**src/rtl/sr165_frame_ctrl.sv**
```systemverilog
// Frame sequencer for an 8-bit PISO shift register: load one word, clock out WIDTH bits, frame the stream.
// Optional loopback compare of sr_q_h against the loaded word: define SR165_LOOPBACK_CHECK_EN.
module sr165_frame_ctrl #(
  parameter int   WIDTH      = 8,
  parameter int   GAP_CYCLES = 0,
  parameter logic FILL_BIT   = 1'b0
) (
  input  logic             clk,
  input  logic             N_clr,
  input  logic             start,
  input  logic [WIDTH-1:0] data_in,
  input  logic             abort,
  output logic             ready,
  output logic             busy,
  output logic             bit_out,
  output logic             bit_valid,
  output logic             frame_last,
  output logic             done,
  output logic             err,
  output logic [WIDTH-1:0] sr_par_in,
  output logic             sr_shift_Nload,
  output logic             sr_clk_inh,
  output logic             sr_ser_in,
  output logic             sr_N_clr,
  input  logic             sr_q_h
);

  // state | meaning
  // IDLE  | waiting for start, register held
  // LOAD  | parallel load strobe, one cycle
  // SHIFT | WIDTH shift clocks, bit_out framed
  // GAP   | inter-frame idle time, register held
  localparam logic [1:0] ST_IDLE  = 2'd0;
  localparam logic [1:0] ST_LOAD  = 2'd1;
  localparam logic [1:0] ST_SHIFT = 2'd2;
  localparam logic [1:0] ST_GAP   = 2'd3;

  localparam int             CNT_W    = (WIDTH > 1) ? $clog2(WIDTH) : 1;
  localparam logic [CNT_W-1:0] LAST_BIT = CNT_W'(WIDTH - 1);
  localparam logic [7:0]     GAP_LOAD = (GAP_CYCLES > 0) ? 8'(GAP_CYCLES - 1) : 8'd0;

  logic [1:0]       state;
  logic [CNT_W-1:0] bit_cnt;
  logic [7:0]       gap_cnt;
  logic             abort_pulse;
  logic             accept;

  assign ready          = (state == ST_IDLE);
  assign busy           = (state != ST_IDLE);
  assign bit_valid      = (state == ST_SHIFT);
  assign frame_last     = bit_valid && (bit_cnt == LAST_BIT);
  assign bit_out        = sr_q_h;
  assign sr_shift_Nload = (state != ST_LOAD);
  assign sr_clk_inh     = !((state == ST_LOAD) || (state == ST_SHIFT));
  assign sr_ser_in      = FILL_BIT;
  assign sr_N_clr       = N_clr & ~abort_pulse;
  // abort in IDLE only blocks acceptance
  assign accept         = ready && start && !abort;

  always_ff @(posedge clk or negedge N_clr) begin
    if (!N_clr) begin
      state       <= ST_IDLE;
      bit_cnt     <= '0;
      gap_cnt     <= '0;
      abort_pulse <= 1'b0;
      done        <= 1'b0;
      sr_par_in   <= '0;
    end else begin
      done        <= 1'b0;
      abort_pulse <= 1'b0;
      if (abort && (state != ST_IDLE)) begin
        state       <= ST_IDLE;
        bit_cnt     <= '0;
        gap_cnt     <= '0;
        abort_pulse <= 1'b1;
      end else begin
        case (state)
          ST_IDLE: begin
            if (accept) begin
              sr_par_in <= data_in;
              state     <= ST_LOAD;
            end
          end
          ST_LOAD: begin
            bit_cnt <= '0;
            state   <= ST_SHIFT;
          end
          ST_SHIFT: begin
            if (bit_cnt == LAST_BIT) begin
              done    <= 1'b1;
              bit_cnt <= '0;
              gap_cnt <= GAP_LOAD;
              state   <= (GAP_CYCLES > 0) ? ST_GAP : ST_IDLE;
            end else begin
              bit_cnt <= bit_cnt + CNT_W'(1);
            end
          end
          ST_GAP: begin
            if (gap_cnt == 8'd0) state <= ST_IDLE;
            else                 gap_cnt <= gap_cnt - 8'd1;
          end
          default: state <= ST_IDLE;
        endcase
      end
    end
  end

`ifdef SR165_LOOPBACK_CHECK_EN
  logic [CNT_W-1:0] exp_idx;
  logic             err_q;

  assign exp_idx = LAST_BIT - bit_cnt;
  assign err     = err_q;

  always_ff @(posedge clk or negedge N_clr) begin
    if (!N_clr) begin
      err_q <= 1'b0;
    end else if (accept) begin
      err_q <= 1'b0;
    end else if ((state == ST_SHIFT) && (sr_q_h != sr_par_in[exp_idx])) begin
      err_q <= 1'b1;
    end
  end
`else
  assign err = 1'b0;
`endif

endmodule
```
**config.mk**
```make
export PLATFORM = sky130hd
export DESIGN_NAME = sr165_frame_ctrl
export DESIGN_NICKNAME = d
export VERILOG_FILES = /design/src/rtl/sr165_frame_ctrl.sv
export SDC_FILE = /design/constraint.sdc
export NUM_CORES = 1
export LEC_CHECK = 0
export BUFFER_PORTS_ARGS = -buffer_cell sky130_fd_sc_hd__buf_2
export CORE_UTILIZATION = 25
export CTS_CLUSTER_DIAMETER = 200
export CTS_CLUSTER_SIZE = 30
export DETAILED_ROUTE_END_ITERATION = 10
export GPL_TIMING_DRIVEN = 0
export PLACE_DENSITY = 0.42
export SETUP_SLACK_MARGIN = 0.15
export SYNTH_ARGS = -nofsm -noshare
export SYNTH_HDL_FRONTEND = slang
export SYNTH_SLANG_ARGS = --single-unit
```
**constraint.sdc**
```tcl
create_clock -name clk -period 2.19 [get_ports clk]
set_input_delay 0 -clock clk [delete_from_list [all_inputs] [get_ports clk]]
set_output_delay 0 -clock clk [all_outputs]
set_load 0.01 [all_outputs]
```
==> impl_metrics.csv <==
group,metric,value,unit
setup_path,startpoint_type,"flop",
timing,min_period,1.98,ns
final_layout,drive_gt1_share,30.2,%
clock_tree,htree_levels,1,
setup_path,cp.arrival,2.15,ns
setup_path,r2r_slack,0.21,ns
synthesis,synth-seq-cells,23,
timing,fin_hold_ws,0.183,ns
synthesis,yosysWarnings,0,
setup_path,r2r_start,"state[1]$_DFFE_PN0P_",
global_routing,grt_pass1_wl,4600,um
timing,post-route-period-util,90.6,%
clock_tree,clkSinkCount,23,
setup_path,worstPathCellList,"inv_1 -> ha_1 -> or2b_2 -> inv_1 -> nor3_4 -> nand2b_4 -> o41ai_1",
hold_path,hp-class,"input pin to output port",
setup_path,cp.required,2.35,ns
die,die_area,5320,um^2
global_routing,overflow,0,
die,die_h,72.9,um
setup_path,cp_slowest_stage_delay,0.41,ns
die,io_pins,32,
power,ir_drop,0.467,mV
clock_tree,clk_latency,0.27,ns
synthesis,synthCells,120,
synthesis,yosysTopAreaCellShare,45.8,%
setup_path,crit_path_frequent_cell,"inv_1",
hold_path,hp-start,"sr_q_h",
drt,vias,1034,
power,power,2.28,mW
timing,rsz0062_at_grt,"true",
place,globalplace.congestion,0.804,
timing,max_freq,504,MHz
final_layout,num-fill-cells,495,
drt,first_pass_iters,4,
die,die_w,72.9,um
synthesis,synth_most_common_cell,"dfrtp_1",
setup_path,slowest_stage,"dfrtp_1",
final_layout,area_growth,29.7,%
drt,drt-total-wl,2800,um
drt,drtIter0Drc,43,
global_routing,grt_usage,11.5,%
drt,avgRoutedWirePerCell,12.2,um
global_routing,grt_pass1_vias,976,
place,place_inst,216,
timing,skew,0.00620,ns
global_routing,antenna_found_initial,0,
synthesis,synth.avg_cell_area,10.5,um^2
hold_path,hold_path_end,"bit_out",
clock_tree,cts_buffer_depth,2,
timing,drv_slew,0,
setup_path,r2r-end,"gap_cnt[6]$_DFFE_PN0P_",
synthesis,synthTopCellsByArea,"dfrtp_1 (46%), ha_1 (10%), mux2_2 (7.2%)",
synthesis,netlist_area,1260,um^2
die,start_util,26.3,%
clock_tree,root_buffer,"clkbuf_8",
synthesis,seq_area_frac_synth,45.8,%
hold_path,min_path_cells,2,
power,powerDensity,1400,nW/um^2
drt,vias_per_cell,4.52,
setup_path,cp_max_fo,7,
drt,ant_nets,0,
synthesis,synth_cell_types,36,
synthesis,synth_edf_count,0,
final_layout,n_antenna_cell,0,
final_layout,nets,186,
setup_path,criticalPathCategory,"flop to flop",
die,core-area,4790,um^2
run_status,status,"complete, no violations",
global_routing,grt_max_degree,25,
place,dp_hpwl,2040,um
flow_run,maxCapViolCount,0,
clock_tree,clkTransAtPathRegs,0.09,ns
synthesis,synthArstFlopShare,100,%
synthesis,synth_commonest_cells,"dfrtp_1 (23), inv_1 (12), ha_1 (10)",
setup_path,crit_path_end_kind,"flop",
drt,drc,0,
timing,tightest_slew,0.519,ns
die,rows,25,
synthesis,synthFlopType,"dfrtp_1",
setup_path,rr_worst_depth,7,
timing,hold_violations,0,
place,port-buffer-count,28,
synthesis,yosys.area.top_type,"dfrtp_1",
setup_path,crit_start,"state[1]$_DFFE_PN0P_",
clock_tree,cts_tree,"yes",
power,p_leak,0.813,nW
clock_tree,numCtsBuffers,3,
clock_tree,cts_setup_buffers,0,
timing,fin_setup_tns,0,ns
timing,setup_violations,0,
timing,slew_headroom,65.4,%
final_layout,layoutNonFillerInstCount,229,
## critical path: cells and delay by family, from the launching register on
kind | cells | cell delay (ns)
compound gates | 1 | 0.30
buf+inv | 2 | 0.32
simple gates | 3 | 0.59
flops | 1 | 0.41
fa+ha+maj | 1 | 0.26
## layout by cell type (no fill, tap or decap), types with 4 or more instances in the layout
master	instances
dfrtp_1	23
inv_1	12
dlygate4sd3_1	9
mux2_2	8
nand3_1	5
buf_2	28
nand2_1	9
nor2_1	5
nor3_1	4
ha_1	10
## layer usage
metal  vias up  routed length, um  GRT usage [%]
met5         -                  0              0
met4         0                 29           3.92
met3         4                 85           1.24
met2        28               1400           19.9
met1       503               1280           14.8
li1        499                  -              -
## flip-flops by register name, summed over array words and instances (netlist names)
signal and cells:
bit_cnt 3, state 2, done 1, sr_par_in 8
abort_pulse 1, gap_cnt 8
## through the flow
stage / instance area [um^2] / setup slack (ns) / util (%)
6_report: 1630 / 0.205 / 34.1
5_1_grt: 1630 / 0.0376 / 34.1
4_1_cts: 1620 / 0.134 / 33.9
3_5_place_dp: 1490 / 0.161 / 31.0
3_3_place_gp: 1490 / 0.184 / 31.0
2_1_floorplan: 1260 / 0.412 / -
## final cells by class
cell class | count | area (um^2) | share of cell area [%]
multi-input cells | 82 | 616 | 37.8
clock inverters | 1 | 5.00 | 0.307
clock buffers | 3 | 41.3 | 2.53
repair buffers | 37 | 230 | 14.1
well taps | 67 | 83.8 | 5.14
flip-flops and latches | 23 | 576 | 35.3
inverters | 12 | 45.0 | 2.76
plain buffers | 4 | 33.8 | 2.07
## cells by family after synthesis
kind of cell	share of synthesized area, %
AND/OR/NAND/NOR	17.5
other	0.298
buffers and inverters	6.27
flip-flops	45.8
adder cells (fa/ha/maj)	9.95
multiplexers	9.55
AO/OA/AOI/OAI	10.6
## how the worst max path moves through the flow
stage | end | slack, ns | depth (start not counted)
2_1_floorplan | gap_cnt[1]$_DFFE_PN0P_ | 0.41 | 6
3_3_place_gp | gap_cnt[6]$_DFFE_PN0P_ | 0.18 | 7
3_5_place_dp | gap_cnt[6]$_DFFE_PN0P_ | 0.16 | 7
4_1_cts | gap_cnt[6]$_DFFE_PN0P_ | 0.13 | 7
5_1_grt | gap_cnt[6]$_DFFE_PN0P_ | 0.04 | 7
6_report | gap_cnt[6]$_DFFE_PN0P_ | 0.21 | 7
## where the power goes
group / internal [mW] / total, mW / switching (mW)
clock: 0.127 / 0.272 / 0.145
sequential: 0.587 / 0.712 / 0.125
combinational: 0.591 / 1.29 / 0.700
## what timing repair did
| action | in CTS | in global routing |
|---|---|---|
| gates resized for setup | 0 | 2 |
| hold buffers | 9 | 0 |
| endpoints found under the hold margin | 31 | 0 |
| setup endpoints to repair | 2 | 4 |
Power figures use the tool's default switching activity.
